$ cat config.mk
export PLATFORM = sky130hd
export DESIGN_NAME = att_controller
export DESIGN_NICKNAME = d
export VERILOG_FILES = /design/src/rtl/att_controller.sv
export SDC_FILE = /design/constraint.sdc
export NUM_CORES = 1
export LEC_CHECK = 0
export BUFFER_PORTS_ARGS = -buffer_cell sky130_fd_sc_hd__clkbuf_2
export CORE_ASPECT_RATIO = 0.5
export CORE_MARGIN = 3
export CORE_UTILIZATION = 35
export DETAILED_ROUTE_END_ITERATION = 8
export SYNTH_ARGS = -nofsm -noshare
export SYNTH_HDL_FRONTEND = slang
export SYNTH_SLANG_ARGS = --single-unit
$ cat constraint.sdc
create_clock -name clk -period 3.7 [get_ports clk]
set_input_delay 0.185 -clock clk [delete_from_list [all_inputs] [get_ports clk]]
set_output_delay 0.185 -clock clk [all_outputs]
set_load 0.005 [all_outputs]
$ cat src/rtl/att_controller.sv
// att_controller: loads a literal-to-clause table into an external RAM and
// serves single-outstanding lookups for two round-robin arbitrated requesters.
//
// Handshakes: a load beat transfers on a rising edge where load_valid_i and
// load_ready_o are both high; a request from requester k transfers on an edge
// where req_valid_i[k] and req_ready_o[k] are both high; a response transfers
// on an edge where rsp_valid_o and rsp_ready_i are both high. A valid source
// holds its payload stable until the transfer, and ready never depends on
// anything but state and the inputs sampled that cycle.
module att_controller #(
  parameter int CLAUSE_COUNT               = 20,
  parameter int VARIABLE_ADDRESS_WIDTH     = 11,
  parameter int CLAUSE_TABLE_ADDRESS_WIDTH = 11
) (
  input  logic                                               clk,
  input  logic                                               rst_n,
  input  logic                                               load_start_i,
  input  logic [VARIABLE_ADDRESS_WIDTH:0]                    load_count_i,
  input  logic                                               load_valid_i,
  input  logic [CLAUSE_TABLE_ADDRESS_WIDTH+CLAUSE_COUNT-1:0] load_data_i,
  output logic                                               load_ready_o,
  output logic                                               load_done_o,
  input  logic [1:0]                                         req_valid_i,
  input  logic [VARIABLE_ADDRESS_WIDTH:0]                    req_lit0_i,
  input  logic [VARIABLE_ADDRESS_WIDTH:0]                    req_lit1_i,
  output logic [1:0]                                         req_ready_o,
  output logic                                               rsp_valid_o,
  input  logic                                               rsp_ready_i,
  output logic                                               rsp_id_o,
  output logic [CLAUSE_TABLE_ADDRESS_WIDTH-1:0]              rsp_addr_o,
  output logic [CLAUSE_COUNT-1:0]                            rsp_mask_o,
  output logic                                               rsp_err_o,
  output logic                                               tbl_wr_en_o,
  output logic [VARIABLE_ADDRESS_WIDTH:0]                    tbl_wr_addr_o,
  output logic [CLAUSE_TABLE_ADDRESS_WIDTH+CLAUSE_COUNT-1:0] tbl_data_o,
  output logic [VARIABLE_ADDRESS_WIDTH:0]                    tbl_rd_addr_o,
  input  logic [CLAUSE_TABLE_ADDRESS_WIDTH-1:0]              tbl_addr_i,
  input  logic [CLAUSE_COUNT-1:0]                            tbl_mask_i,
  output logic [2:0]                                         dbg_state_o
);

  localparam int VAW = VARIABLE_ADDRESS_WIDTH;
  localparam int CAW = CLAUSE_TABLE_ADDRESS_WIDTH;
  localparam int W   = CAW + CLAUSE_COUNT;
  // DEPTH = 2**VAW expressed directly in the literal index width
  localparam logic [VAW:0] DEPTH_L = {1'b1, {VAW{1'b0}}};

  typedef enum logic [2:0] {
    ST_READY = 3'd0,
    ST_LOAD  = 3'd1,
    ST_ISSUE = 3'd2,
    ST_CAPT  = 3'd3,
    ST_RESP  = 3'd4
  } state_t;

  state_t       state;
  logic [VAW:0] load_n;
  logic [VAW:0] wr_ptr;
  logic [VAW:0] loaded_count;
  logic         prio;
  logic         err_q;

  logic [1:0]   grant;
  logic [VAW:0] lit_sel;
  logic [VAW:0] load_n_clamped;

  assign dbg_state_o = state;
  assign req_ready_o = grant;

  // Round-robin grant: only in READY and only when no load is starting
  always_comb begin
    grant = 2'b00;
    if (rst_n && (state == ST_READY) && !load_start_i) begin
      case (req_valid_i)
        2'b01:   grant = 2'b01;
        2'b10:   grant = 2'b10;
        2'b11:   grant = prio ? 2'b10 : 2'b01;
        default: grant = 2'b00;
      endcase
    end
  end

  // Literal of the granted requester and the clamped load length
  always_comb begin
    lit_sel        = grant[1] ? req_lit1_i : req_lit0_i;
    load_n_clamped = (load_count_i > DEPTH_L) ? DEPTH_L : load_count_i;
  end

  // Controller FSM with all outputs registered
  always_ff @(posedge clk) begin
    if (!rst_n) begin
      state         <= ST_READY;
      load_n        <= '0;
      wr_ptr        <= '0;
      loaded_count  <= '0;
      prio          <= 1'b0;
      err_q         <= 1'b0;
      load_ready_o  <= 1'b0;
      load_done_o   <= 1'b0;
      rsp_valid_o   <= 1'b0;
      rsp_id_o      <= 1'b0;
      rsp_addr_o    <= '0;
      rsp_mask_o    <= '0;
      rsp_err_o     <= 1'b0;
      tbl_wr_en_o   <= 1'b0;
      tbl_wr_addr_o <= '0;
      tbl_data_o    <= '0;
      tbl_rd_addr_o <= '0;
    end else begin
      tbl_wr_en_o <= 1'b0;
      load_done_o <= 1'b0;
      case (state)
        ST_READY: begin
          if (load_start_i) begin
            load_n       <= load_n_clamped;
            wr_ptr       <= '0;
            loaded_count <= '0;
            if (load_n_clamped == '0) begin
              load_done_o <= 1'b1;
            end else begin
              load_ready_o <= 1'b1;
              state        <= ST_LOAD;
            end
          end else if (grant != 2'b00) begin
            tbl_rd_addr_o <= lit_sel;
            rsp_id_o      <= grant[1];
            // loaded_count never exceeds DEPTH, the second term keeps the
            // out-of-table case explicit
            err_q         <= (lit_sel >= loaded_count) || (lit_sel >= DEPTH_L);
            if (req_valid_i == 2'b11) prio <= ~grant[1];
            state         <= ST_ISSUE;
          end
        end
        ST_LOAD: begin
          if (load_valid_i && load_ready_o) begin
            tbl_wr_en_o   <= 1'b1;
            tbl_wr_addr_o <= wr_ptr;
            tbl_data_o    <= load_data_i;
            wr_ptr        <= wr_ptr + 1'b1;
            if (wr_ptr == load_n - 1'b1) begin
              loaded_count <= load_n;
              load_ready_o <= 1'b0;
              load_done_o  <= 1'b1;
              state        <= ST_READY;
            end
          end
        end
        ST_ISSUE: begin
          // RAM samples tbl_rd_addr_o on this edge
          state <= ST_CAPT;
        end
        ST_CAPT: begin
          rsp_valid_o <= 1'b1;
          rsp_err_o   <= err_q;
          rsp_addr_o  <= err_q ? '0 : tbl_addr_i;
          rsp_mask_o  <= err_q ? '0 : tbl_mask_i;
          state       <= ST_RESP;
        end
        ST_RESP: begin
          if (rsp_ready_i) begin
            rsp_valid_o <= 1'b0;
            state       <= ST_READY;
          end
        end
        default: state <= ST_READY;
      endcase
    end
  end

endmodule

Yosys cells after proc, flatten, opt, wreduce, memory -nomap -nowiden:

Index checks and enable logic that the tools add are counted.

* logic and storage cells: 92
* input port bits: 105
* register bits after elaboration: 133

* $lt $le $gt $ge: 3
* muxes and demuxes: 33
* reductions and logical operators: 20
* $add $sub $neg: 2
* eq/ne operators: 15
* bitwise logic cells: 2

Operators by type and width (number)
* $mux 12: 6
* $pmux 12 s2: 2
* $mux 20: 1
* $mux 3: 6
* $pmux 3 s5: 1
* $add 12x1->12 const B: 1
* $eq 12x12->1: 1
* $ge 12x12->1: 1
* $ge 12x12->1 const B: 1
* $gt 12x12->1 const B: 1
* $logic_not 12->1: 1
* $sub 12x1->12 const B: 1
* $mux 11: 1
* $mux 1: 10
* $ne 2x2->1 const B: 5
* $reduce_and 5->1: 2
* $reduce_and 2->1: 4
* $reduce_and 4->1: 2
* $eq 3x2->1 const B: 2
* $pmux 1 s2: 3
* $pmux 2 s3: 1
* $reduce_and 3->1: 2
* $reduce_bool 2->1: 3
* $eq 2x2->1 const B: 2
* 11 further kinds: 15

Depth between registers and ports, before layout:

Gate-level depths: netlist of run 1.

* depth in word-level cells: 8
* mapped depth: 15
* depth with buffers taken out: 13

Worst setup path before layout of run 1:

OpenSTA, ideal clock, no wires.

* path kind: register -> register
* start: reg load_n[3]
* end: reg loaded_count[3]
* path buffers: 2
* arrival: 2705 ps
* stages on the path, launching flop included: 10
* path slack: 878 ps
* required time: 3583 ps
* cell sequence: dfxtp_1 > clkbuf_1 > or4_4 > nor4b_2 > mux2i_1 > o31a_1 > a2111o_1 > a21o_1 > buf_6 > a32o_1

* longest elaborated chain between the ends: 4

Ends and longest elaborated chain
* from (decl): line 57 `logic [VAW:0] load_n;`
* from (signal assigned): line 115 `load_n <= load_n_clamped;`
* $sub 12x1->12: line 140 `if (wr_ptr == load_n - 1'b1) begin`
* $eq 12x12->1: line 140
* $ne 2x2->1 (no line)
* $reduce_and 4->1 (no line)
* to (signal assigned): line 141 `loaded_count <= load_n;`
* to (decl): line 59 `logic [VAW:0] loaded_count;`

Parallel ways exist; a longest one is shown, timed or not. The select of a mux whose other input is x is not followed.
A chain may end at the register's enable or synchronous reset.

Worst setup path in the final report of run 1:

* start: reg load_n[2]
* end: reg loaded_count[9]

* longest elaborated chain between the ends: 4

Ends and longest elaborated chain (line)
* $sub 12x1->12: 140
* $eq 12x12->1: 140
* $ne 2x2->1 (no line)
* $reduce_and 4->1 (no line)

Every way passes these cells.

==> results list, run 1 <==
- The flow ran to the end, and the final reports show no timing, DRC or antenna violations.
- Average detailed-routed wire length per instance: roughly 14 um
* GRT Resource Usage Total: 17.1%
- Net switching is 24.3% of the power.
- The count of buffers added on input and output ports is about 200.
* Cell area after technology mapping: 6000 um^2
- In the final layout, the multi-input gates occupy 3080 um^2.
- Worst reg2reg setup slack: 530 ps
* Area grow syn2layout: 31.8%
* CTS Root Cell: sky130_fd_sc_hd__clkbuf_16
* Clock net sink count: 133
- Area of the core: roughly 17000 um^2
* Worst Min Path Start: load_data_i[11]
- The final count of pins violating max slew is 0.
- During I/O placement, the number of pins put on the boundary was 202.
- In this run, distinct cell masters in the synthesized netlist total 48.
- First-pass DRT Iterations: 5
- In this run the cell area measured after placement is 7160 um^2.
- Sum of internal, switching and leakage power: 3.58 mW
* Async SR Flop Fraction: 0%
- Number of buffers added by the clock tree synthesis step: 17
* Initial antenna violation count: 0
- Leading register cell type out of synthesis: sky130_fd_sc_hd__dfxtp_1
- Resize count post-CTS: 0
* Number of synthesized flops with an enable pin: 0
- For this design, the CTS-stage hold fixing added 18 buffers.
- Setup repair after global routing missed its margin: no
- The synthesized design contains 133 register bits.
- DR vias/cell: 4.82
* Initial Utilization: 36.2%
* # H-tree levels: 4
- Of the synthesized area, sequential elements account for 44.4%.
* Remaining antenna violation count after routing: 0
- Across the run, the number of max-cap violations was 0.
* Period Utilization, post-route: 85.6%
* Worst VDD drop: 0.350 mV
- After floorplanning, the core was divided into 33 placement rows.
* Number of remaining DRC errors: 0
* Cell Pwr Density: 452 nW/um^2
- Via count of the first global-routing pass: 5301
* Critical path capture point type: register
- Total global routing overflow: 0
- Across the whole layout, storage elements account for roughly 2700 um^2.
* Detailed Route WL: ~16000 um
* Post-route cell area: 7910 um^2
* Synth Area in XOR/XNOR: under 10%
* Synth warn: 0
* Multiplexer area fraction after synthesis: less than 1%
- Buffers added to address setup during post-CTS repair amount to 0.
* Post-Route Skew: 8.48 ps
- In this run the tightest slew margin relative to its limit is 29.2%.
* Leading cell types in the layout, fill and taps excluded: sky130_fd_sc_hd__clkbuf_2, sky130_fd_sc_hd__nand2_1, sky130_fd_sc_hd__dfxtp_1
- TritonCTS built the clock tree.
- Maximum achievable frequency: 0.316 GHz
* Final HPWL DP: 11100 um
* Final weighted congestion in routability-driven placement: between 0.8 and 0.9
* Class of the most critical hold timing path: primary input to register
- Arrival time at the worst endpoint: between 3000 and 4000 ps
- Die Ht: about 99 um
* Worst Tran Pin Value: 1060 ps
- Endpoints failing setup: 0
- Maximum number of pins on one net before global-route repair: 90
* Number of standard cells after synthesis: around 710
- The worst register-to-register path begins at load_n[2].
- Switch Pwr: 0.870 mW
- The most critical setup path has its endpoint at loaded_count[9].
- STA classifies the critical path startpoint as a register.
- After Yosys synthesis, and, or, nand and nor cells account for between 20% and 30% of the synthesized area.
- Fraction of final layout cells with drive strength greater than 1: 27.5%
- Post-synthesis share of cell area spent on full adders, half adders and majority gates: 2.92%
* Share of the synthesized area in compound gates (AO/OA/AOI/OAI): 19.9%
- The clock period could shrink to 3170 ps.
- Internal power component: 2.71 mW
- Combinational cells account for 11.5% of the total power.
- Avg Inst Size Synth: 8.50 um^2
* Leading cell type in the layout, fill and taps excluded: sky130_fd_sc_hd__clkbuf_2
* Antenna Cells: 0
- The detailed router placed 5506 vias in this run.
- Leakage power figure: between 3 and 4 nW
* Maximum fanout along the worst path: 11
* Wire length of the first global-routing pass: 26300 um
* Total die area: 18800 um^2
- Required time reported for the critical path endpoint: 4050 ps
- In this run, flip-flops and latches consume between 40 and 50% of the power.
- Tracing the worst setup path back leads to its startpoint at load_n[2].
- In this run, the number of DRC markers left after iteration 0 of detailed routing was 199.
- Clock latency on the worst-skew pair: a little over 400 ps
- Across all hold checks on the routed design, the worst slack comes to 17.0 ps.
* Final total negative setup slack: 0 ps
- The die is 191 um wide.
- Final nets: 1021
* Fill count: between 1500 and 2000
- The share of total power dissipated in the clock network is 45.7%.
- Endpoint of the most critical register-to-register path: loaded_count[9]
* Post-synth net total: 825
- Clock Pin Slew Worst Setup and Hold Paths: 60 ps
- Crit Path Class: register to register
- Length in cells of the worst reg-to-reg path: 7
* Main combinational cell family by area after synthesis: simple AND/OR/NAND/NOR gates
* Final hold viol count: 0
- Buffers from clock root to sink, at most: 2
[state kept, by name, summed over array words and instances (netlist names), 3 cells and up]
signal / flops
loaded_count: 12
rsp_addr_o: 11
tbl_wr_addr_o: 12
wr_ptr: 12
tbl_rd_addr_o: 12
tbl_data_o: 31
load_n: 12
dbg_state_o: 3
rsp_mask_o: 20
[critical path: stages (launching register included)]
cell and delay (ps):
sky130_fd_sc_hd__dfxtp_1 390, sky130_fd_sc_hd__or4_4 580, sky130_fd_sc_hd__nor4b_2 430, sky130_fd_sc_hd__mux2i_1 130, sky130_fd_sc_hd__o31a_1 250, sky130_fd_sc_hd__a2111o_1 490
sky130_fd_sc_hd__nor2_1 610, sky130_fd_sc_hd__a32o_1 210
[power groups by stage]
stage	Combinational (mW)	Clock (mW)	Sequential (mW)
after floorplan	0.265	0	1.54
after global placement	0.396	0	1.56
after detailed placement	0.400	0	1.56
after CTS	0.417	1.69	1.53
after global routing	0.463	1.75	1.54
final	0.413	1.64	1.53
[area by class of cell]
type | count | area share, %
repair buffers | 225 | 15.6
flip-flops and latches | 133 | 33.7
multi-input cells | 504 | 38.9
clock buffers | 23 | 5.92
inverters | 21 | 0.997
well taps | 227 | 3.59
clock inverters | 9 | 1.30
[worst min path at each step]
stage	to	slack, ps	cells past startpoint
after floorplan	load_n[0]	290	2
after global placement	tbl_data_o[6]	420	3
after detailed placement	tbl_data_o[3]	430	3
after CTS	tbl_data_o[0]	0.5	3
after global routing	load_n[3]	6	2
final	tbl_data_o[11]	20	3
[synth_stat cells (all sizes together), types with 8 or more instances]
| library cell | number | area share, % |
|---|---|---|
| a32o | 11 | 1.8 |
| or2 | 11 | 1.1 |
| a21oi | 13 | 1.1 |
| nor2 | 18 | 1.1 |
| nand2 | 179 | 11 |
| o211a | 14 | 2.3 |
| ha | 14 | 2.9 |
| nand3 | 11 | 0.92 |
| nand3b | 34 | 4.3 |
| a21boi | 79 | 9.9 |
| xnor2 | 12 | 1.8 |
| inv | 21 | 1.3 |
| clkbuf | 45 | 2.8 |
| xor2 | 8 | 1.2 |
| o21ai | 16 | 1.3 |
| dfxtp | 133 | 44 |
[per-stage QoR]
step / worst slack [ps] / instances / utilization (%)
after floorplan: 878 / 706 / -
after global placement: 718 / 1092 / 43.1
after global routing: 360 / 1142 / 47.6
final: 532 / 1142 / 47.6
after detailed placement: 585 / 1092 / 43.1
after CTS: 566 / 1142 / 47.6
[cell families (layout without fill, tap and decap cells)]
kind of cell	Yosys count	count (layout)
adder cells (fa/ha/maj)	14	14
flip-flops	133	133
XOR/XNOR	20	20
AO/OA/AOI/OAI	158	158
buffers and inverters	69	278
AND/OR/NAND/NOR	307	307
multiplexers	5	5
[per-layer routing]
metal  wire, um  global-route usage (%)  up-vias  share of wire, %
li1           -                       -     2815                 -
met4        246                    5.97        0               1.5
met1       7630                    22.4     2543                48
met5          0                       0        -                 0
met2       7380                    28.2      127                46
met3        760                    3.59       21               4.7
Note: power is estimated with default switching activity, not from simulation.
==> run 2: changes to the inputs <==
- ABC_AREA: not set -> 1
==> results list, run 2 <==
* Row cnt: 32 (-3.0%)
* Top post-synthesis cells by count: sky130_fd_sc_hd__nand2_1, sky130_fd_sc_hd__dfxtp_1, sky130_fd_sc_hd__nor2_1
* Headroom to the max-slew limit: 36.0% (+6.8 points)
* Number of remaining DRC errors: 0 (unchanged)
- The antenna diode count was 0 (unchanged).
- The distinct cell type count after synthesis came to 45 (-6.3%).
- Number of standard cells after synthesis: 791 (+12%)
* Largest regs: tbl_data_o (31), rsp_mask_o (20)
* Net Sw Frac: 28.6% (+4.2 points)
- Share of total power in the clock network: 42.9% (-2.8 points)
- The quantity of gates resized following cts was 0 (unchanged).
* Final HPWL DP: 12000 um (+7.6%)
* CTS Root Cell: sky130_fd_sc_hd__clkbuf_16
* Buffers from clock root to sink, at most: 2 (unchanged)
- The data arrival time at the worst-slack endpoint was 3070 ps (-440 ps).
- Cell Pwr Density: 524 nW/um^2 (+16%)
- I/O pin cnt: 202 (unchanged)
- The register with the most flip-flops in the final layout is tbl_data_o.
- The net count after synthesis is 910 (+10%).
- Detailed Route WL: 17200 um (+7.7%)
- Setup repair after global routing missed its margin: no
- The routability congestion estimate from global placement is 0.852 (+5.8%).
* Number of synthesized flops with an enable pin: 0 (unchanged)
- The overall die height is 98.2 um (-0.44%).
- The cell internal power dissipation is 3.07 mW (+13%).
- Fraction of final layout cells with drive strength greater than 1: 28.5% (+0.93 points)
- Total die area: 18700 um^2 (-0.88%)
- The sequential power share came to 37.3% (-5.4 points).
- Leaving out fill and tap cells, the most frequent cell in the layout is sky130_fd_sc_hd__clkbuf_2.
- The total of fill cells in the finished design was 1556 (-6.0%).
* Leading register cell type out of synthesis: sky130_fd_sc_hd__dfxtp_1
- sky130_fd_sc_hd__dfxtp_1 takes more of the synthesized area than any other cell.
- The number of hold violations in the final report is 0 (unchanged).
* Sequential-to-total area share from yosys stat: 44.8% (+0.41 points)
- Among all stages on the critical path, the largest delay is contributed by sky130_fd_sc_hd__dfxtp_1.
- The number of vias in the routed layout came to 5939 (+7.9%).
- The buffers plus inverters on the worst setup path came to 1 (+1).
- Clock Pin Slew Worst Setup and Hold Paths: 60 ps (about the same)
- Share of power burned in combinational logic: 19.7% (+8.2 points)
* Final setup margin: 920 ps (+388 ps)
- The number of flip-flops in the largest register is 31 (unchanged).
- First-pass DRT Iterations: 5 (unchanged)
- Via count of the first global-routing pass: 5872 (+11%)
- The area inside the core boundary was 16000 um^2 (-3.5%).
* Total global routing overflow: 0 (unchanged)
- Post CTS Setup Buffer Count: 0 (unchanged)
- Dominant cells by area after synthesis: sky130_fd_sc_hd__dfxtp_1, sky130_fd_sc_hd__nand2_1, sky130_fd_sc_hd__nor2_1
* Initial antenna violation count: 0 (unchanged)
- Required time reported for the critical path endpoint: 3990 ps (-60 ps)
* Clock net sink count: 133 (unchanged)
- Cell area after technology mapping: 5950 um^2 (-0.92%)
- Period Utilization, post-route: 75.1% (-10 points)
- Maximum fanout along the worst path: 16 (+5)
- The worst-case setup slack after placement was 917 ps (+332 ps).
* Iter 0 DRT Violations: 328 (+65%)
* Placed cell count: 1183 (+8.3%)
* Area grow syn2layout: 37.7%
- The library cells used most frequently in the layout, excluding fill and tap cells, are sky130_fd_sc_hd__clkbuf_2, sky130_fd_sc_hd__nand2_1, sky130_fd_sc_hd__dfxtp_1.
* Area of all sequential standard cells: 2660 um^2 (unchanged)
* Average detailed-routed wire length per instance: 13.7 um (-2.2%)
- The peak ir drop on the vdd network was 0.307 mV (-12%).
- Cell count along the critical path: 18 (+11)
- Fraction of synthesized cell area taken by the top area cell type: 44.8% (+0.41 points)
- The number of buffers inserted by hold repair at cts was 43 (+25).
- GRT Resource Usage Total: 18.7% (+1.6 points)
- The final count of pins violating max slew is 0 (unchanged).
- STA classifies the critical path endpoint as a register.
* Switch Pwr: 1.23 mW (+41%)
* Crit Path Class: register to register
- The wire length of the first global-routing pass was 28400 um (+7.9%).
- The area occupied by multi-input gates came to 2850 um^2 (-7.6%).
- The total of flip-flops plus latches after synthesis was 133 (unchanged).
- Sum of internal, switching and leakage power: 4.29 mW (+20%)
- The number of cells on the worst hold path came to 3 (unchanged).
* Number of buffers added by the clock tree synthesis step: 17 (unchanged)
- The kind of cell with the highest combined delay along the critical path is simple AND/OR/NAND/NOR gates.
- Length in cells of the worst reg-to-reg path: 18 (+11)
* Leakage power figure: 3.78 nW (+11%)
- Port Buffer Count: 201 (unchanged)
- Worst flop-to-flop path startpoint: dbg_state_o[2]
- Number of maximum-capacitance violations: 0 (unchanged)
- Startpoint types: register
- The tightest min-delay check is of the primary input to register type.
- Yosys instantiated no cell more often than sky130_fd_sc_hd__nand2_1.
- The share of synthesized registers carrying an async set or reset came to 0% (unchanged).
- Critical-path cell list: nor3_1 -> nand2_1 -> nor2_2 -> nand2_2 -> inv_1 -> nand2_1 -> nand2_1 -> ha_1 -> o21ai_0 -> a21boi_0 -> o21ai_0 -> nand2_1 -> nand2_1 -> nand2_1 -> nand2_1 -> nand2_1 -> nand2_1 -> a21oi_1
- The width of the chip was 190 um (-0.44%).
- The final standard cell count with taps included and fillers excluded is 1257 (+10%).
- The antenna violation net count after detailed routing is 0 (unchanged).
- The number of failing setup endpoints in the final timing report is 0 (unchanged).
- The final sum of negative setup slack was 0 ps (unchanged).
- Worst Min Path Start: tbl_addr_i[10]
* Final nets: 1143 (+12%)
- DR vias/cell: 4.72 (-2.0%)
- The number of warning messages in the yosys log is 0 (unchanged).
* Clock latency on the worst-skew pair: 410 ps (about the same)
- Final critical-path required period: 2780 ps (-388 ps)
* Worst path max stage delay: 360 ps (-250 ps)
- Avg Inst Size Synth: 7.52 um^2 (-12%)
- Result of the run: completed
- TritonCTS clock tree: yes
- The maximum clock skew at final layout is 9.06 ps (+0.580 ps).
- The maximum clock frequency came to 0.360 GHz (+14%).
- The most critical setup path has its startpoint at dbg_state_o[2].
- The worst-margin pin slew came to 954 ps (-106 ps).
- # H-tree levels: 4 (unchanged)
- By instance count, the cell type seen most on the critical path is sky130_fd_sc_hd__nand2_1.
- The pin count of the biggest net entering global routing was 66 (-27%).
- Initial Utilization: 37.1% (+0.97 points)
run 2: cell types whose count changed after synthesis, sizes merged, moves of 14 or more:
cell,delta
nor2,+114
a21boi,-78
inv,+51
o21ai,+51
a21oi,+43
nand3b,-31
nand3,+23
clkbuf,-19
a22oi,+17
nand2,-14
run 2: per-stage QoR:
| step | utilization [%] | hold WS, ps | cell area [um^2] |
|---|---|---|---|
| floorplan | - | 320 | 5950 |
| global placement | 44.4 | 406 | 7110 |
| detailed placement | 44.4 | 414 | 7110 |
| CTS | 51.1 | 0.504 | 8190 |
| global route | 51.1 | 9.00 | 8190 |
| finish | 51.1 | 21.8 | 8190 |
run 2: kinds of logic after synthesis:
family	Yosys count	synth area share, %
flip-flops	133	44.8
buffers and inverters	110	7.45
AND/OR/NAND/NOR	357	26.9
AO/OA/AOI/OAI	171	17.0
adder cells (fa/ha/maj)	14	2.95
multiplexers	1	0.168
XOR/XNOR	5	0.737
run 2: per-layer routing:
| layer | global-route usage [%] | vias up | share of wire [%] |
|---|---|---|---|
| met5 | 0 | - | 0 |
| met4 | 6.14 | 0 | 0.76 |
| met3 | 6.03 | 9 | 7.5 |
| met2 | 29.7 | 174 | 44 |
| met1 | 24.1 | 2677 | 48 |
| li1 | - | 3079 | - |
run 2: worst paths after layout:
check	endpoint	slack, ps
setup / recovery	err_q	920
hold / removal	rsp_addr_o[10]	20
setup reg to reg	err_q	920
hold reg to reg	loaded_count[3]	460
run 2: final cells by class:
| class | instances | share of cell area [%] |
|---|---|---|
| timing repair buffer | 250 | 18.1 |
| clock inverter | 8 | 1.77 |
| multi-input combinational | 548 | 34.8 |
| sequential | 133 | 32.5 |
| inverter | 74 | 3.39 |
| tap | 221 | 3.38 |
| clock buffer | 23 | 6.08 |
run 2: worst register-to-register path, cell delays in order (launching register included):
cell and delay [ps]:
sky130_fd_sc_hd__dfxtp_1 360, sky130_fd_sc_hd__nor3_1 200, sky130_fd_sc_hd__nand2_1 180, sky130_fd_sc_hd__nor2_2 190, sky130_fd_sc_hd__nand2_2 230, sky130_fd_sc_hd__inv_1 360, sky130_fd_sc_hd__nand2_1 120, sky130_fd_sc_hd__nand2_1 80
sky130_fd_sc_hd__ha_1 220, sky130_fd_sc_hd__o21ai_0 70, sky130_fd_sc_hd__a21boi_0 90, sky130_fd_sc_hd__o21ai_0 160, sky130_fd_sc_hd__nand2_1 80, sky130_fd_sc_hd__nand2_1 70, sky130_fd_sc_hd__nand2_1 50, sky130_fd_sc_hd__nand2_1 60
sky130_fd_sc_hd__nand2_1 50, sky130_fd_sc_hd__nand2_1 50, sky130_fd_sc_hd__a21oi_1 50
run 2: power by group through the flow:
stage          combinational (mW)  sequential, mW  clock (mW)
3_3_place_gp                0.801            1.63           0
4_1_cts                     0.852            1.60        1.89
2_1_floorplan               0.566            1.63           0
3_5_place_dp                0.814            1.63           0
5_1_grt                     0.970            1.62        1.95
6_report                    0.847            1.60        1.84
==> run 3: changes to the inputs <==
- clock period: 3.7 -> 2.3 ns (I/O delays scaled with it)
==> results list, run 3 (synthesized netlist as in run 2, its figures left out) <==
* Result of the run: finished, violations left
- Violated checks: negative hold slack
* Pins over their slew limit: 0 (unchanged)
- Fill count: 1455 (-6.5%)
- The wire length after detailed routing was 18100 um (+5.1%).
- Number of maximum-capacitance violations: 0 (unchanged)
- The maximum clock frequency was 0.462 GHz (+28%).
- The total cell area at the placement stage is 7230 um^2 (+1.7%).
- The worst setup path is captured at a register.
* Number of vias after detailed routing: 6289 (+5.9%)
* Average detailed-routed wire length per instance: 13.7 um (-0.39%)
* Placed cell count: 1199 (+1.4%)
- The worst register-to-register path begins at dbg_state_o[1].
* Wire length of the first global-routing pass: 29300 um (+3.4%)
- Non-filler instance count after layout: 1326 (+5.5%)
* Final total negative setup slack: 0 ps (unchanged)
- Die Ht: 98.2 um (unchanged)
* Initial Utilization: 37.1% (unchanged)
- The worst-margin pin slew was 666 ps (-288 ps).
- Number of remaining DRC errors: 0 (unchanged)
- The antenna diode count came to 0 (unchanged).
- Clock latency on the worst-skew pair: 410 ps (about the same)
- Total global routing overflow: 0 (unchanged)
- The final standard cell area without fillers was 8970 um^2 (+9.5%).
* Crit Path Class: register to register
- The number of cells on the worst hold path came to 3 (unchanged).
- For hold timing, the worst endpoint is tbl_rd_addr_o[2].
- The power density over the cells was 795 nW/um^2 (+52%).
- Leaving out fill and tap cells, the most frequent cell in the layout is sky130_fd_sc_hd__clkbuf_2.
- The smallest hold slack came to -14.4 ps (-36.2 ps).
- Maximum fanout along the worst path: 7 (-9)
- The reported leakage power is 4.13 nW (+9.2%).
- The number of flip-flops in the largest register was 31 (unchanged).
* Total die area: 18700 um^2 (unchanged)
- Iter 0 DRT Violations: 292 (-11%)
- The pin count of the biggest net entering global routing came to 66 (unchanged).
- Area of the core: 16000 um^2 (unchanged)
* Most flops, register: tbl_data_o
- GRT Resource Usage Total: 19.1% (+0.47 points)
- The min-delay analysis places its worst path in the category primary input to register.
- Worst Min Path Start: req_lit0_i[2]
* Worst reg2reg setup slack: 130 ps (-790 ps)
- The worst register-to-register path ends at err_q.
- Remaining antenna violation count after routing: 0 (unchanged)
- Post-Route Skew: 6.79 ps (-2.27 ps)
* Headroom to the max-slew limit: 55.6% (+20 points)
* Required time reported for the critical path endpoint: 2640 ps (-1350 ps)
* DR vias/cell: 4.74 (+0.38%)
* # H-tree levels: 4 (unchanged)
* Endpoints failing setup: 0 (unchanged)
- Die X-Extent: 190 um (unchanged)
* Final HPWL DP: 12200 um (+1.9%)
- Area grow syn2layout: 50.8%
* Length in cells of the worst reg-to-reg path: 18 (unchanged)
- Largest regs: tbl_data_o (31), rsp_mask_o (20)
- Setup repair after global routing could not meet its margin everywhere.
- The number of detailed-routing iterations run before antenna repair came to 4 (-1).
- Clock net sink count: 133 (unchanged)
* Port Buffer Count: 201 (unchanged)
- The via count of the first global-routing pass came to 6092 (+3.7%).
- Initial antenna violation count: 0 (unchanged)
- TritonCTS built the clock tree.
- The fraction of the cycle the final worst path needs was 94.2% (+19 points).
* Arrival time at the worst endpoint: 2510 ps (-560 ps)
* Clock Pin Slew Worst Setup and Hold Paths: 60 ps (about the same)
* Final weighted congestion in routability-driven placement: 0.843 (-0.99%)
* Final nets: 1211 (+5.9%)
- Final hold viol count: 1 (+1)
* Final critical-path required period: 2170 ps (-614 ps)
- The peak ir drop on the vdd network came to 0.538 mV (+75%).
- Number of buffers added by the clock tree synthesis step: 17 (unchanged)
- Leading cell types in the layout, fill and taps excluded: sky130_fd_sc_hd__clkbuf_2, sky130_fd_sc_hd__nand2_1, sky130_fd_sc_hd__dfxtp_1
- Buffers from clock root to sink, at most: 2 (unchanged)
- Startpoint types: register
- Fraction of final layout cells with drive strength greater than 1: 29.9% (+1.4 points)
- The boundary pin count came to 202 (unchanged).
* CTS Root Cell: sky130_fd_sc_hd__clkbuf_16
* Row cnt: 32 (unchanged)
run 3: cell types whose count changed in the layout (fill, tap and decap cells not counted), moves of 3 or more:
cell,before,now
sky130_fd_sc_hd__dlygate4sd3_1,43,91
sky130_fd_sc_hd__buf_4,6,22
sky130_fd_sc_hd__nand2_1,156,151
sky130_fd_sc_hd__dfxtp_1,133,130
sky130_fd_sc_hd__dfxtp_2,0,3
sky130_fd_sc_hd__ha_1,14,11
sky130_fd_sc_hd__ha_4,0,3
sky130_fd_sc_hd__nand2_4,1,4
run 3: how the worst max path moves through the flow:
stage / end / cells past startpoint / start
global route: err_q / 18 / dbg_state_o[1]
finish: err_q / 18 / dbg_state_o[1]
CTS: err_q / 16 / dbg_state_o[2]
global placement: err_q / 18 / dbg_state_o[2]
detailed placement: err_q / 16 / dbg_state_o[2]
floorplan: err_q / 19 / dbg_state_o[2]
run 3: metal layers:
layer | global-route usage (%) | vias to the layer above | wire (um)
met5 | 0 | - | 0
met4 | 5.69 | 0 | 230
li1 | - | 3220 | -
met3 | 5.16 | 21 | 1350
met2 | 32.1 | 205 | 8070
met1 | 24.3 | 2843 | 8470
run 3: layout make-up:
cell class / count / area, um^2 / share of cell area (%)
clock buffer: 24 / 492 / 5.48
clock inverter: 8 / 145 / 1.62
inverter: 74 / 280 / 3.13
multi-input combinational: 548 / 2950 / 32.9
sequential: 133 / 2670 / 29.7
tap: 221 / 277 / 3.08
timing repair buffer: 318 / 2160 / 24.1
run 3: report_power, final:
part,switching [mW],internal (mW)
logic,0.919,0.706
clock network,0.995,1.93
registers,0.113,2.47
total,2.03,5.10
run 3: repair_timing:
action                                 4_1_cts  5_1_grt
setup endpoints to repair                    0       23
resized for setup                            0       30
buffers inserted                             0        3
hold buffers                                92        0
endpoints found under the hold margin       82        0
run 3: through the flow:
step / hold WS [ps] / worst slack (ps) / total power, mW / utilization [%]
detailed placement: 345 / 45.2 / 4.01 / 45.2
global placement: 336 / 91.7 / 3.98 / 45.2
floorplan: 250 / 24.0 / 3.53 / -
finish: -14.4 / 134 / 7.13 / 56.0
CTS: 14.9 / 35.0 / 7.10 / 54.9
global route: 22.7 / -43.0 / 7.50 / 56.0
run 3: critical path, stage by stage, from the launching register on:
cell and delay (ps):
sky130_fd_sc_hd__dfxtp_2 330, sky130_fd_sc_hd__nor3_4 170, sky130_fd_sc_hd__nand2_2 90, sky130_fd_sc_hd__nor2_4 140, sky130_fd_sc_hd__nand2_4 100, sky130_fd_sc_hd__buf_6 160, sky130_fd_sc_hd__nand2_2 60, sky130_fd_sc_hd__nand2_2 70
sky130_fd_sc_hd__ha_4 250, sky130_fd_sc_hd__o21ai_1 50, sky130_fd_sc_hd__a21boi_1 140, sky130_fd_sc_hd__o21ai_1 70, sky130_fd_sc_hd__nand2_1 70, sky130_fd_sc_hd__nand2_1 50, sky130_fd_sc_hd__nand2_1 60, sky130_fd_sc_hd__nand2_1 50
sky130_fd_sc_hd__nand2_1 50, sky130_fd_sc_hd__nand2_1 60, sky130_fd_sc_hd__a21oi_1 110
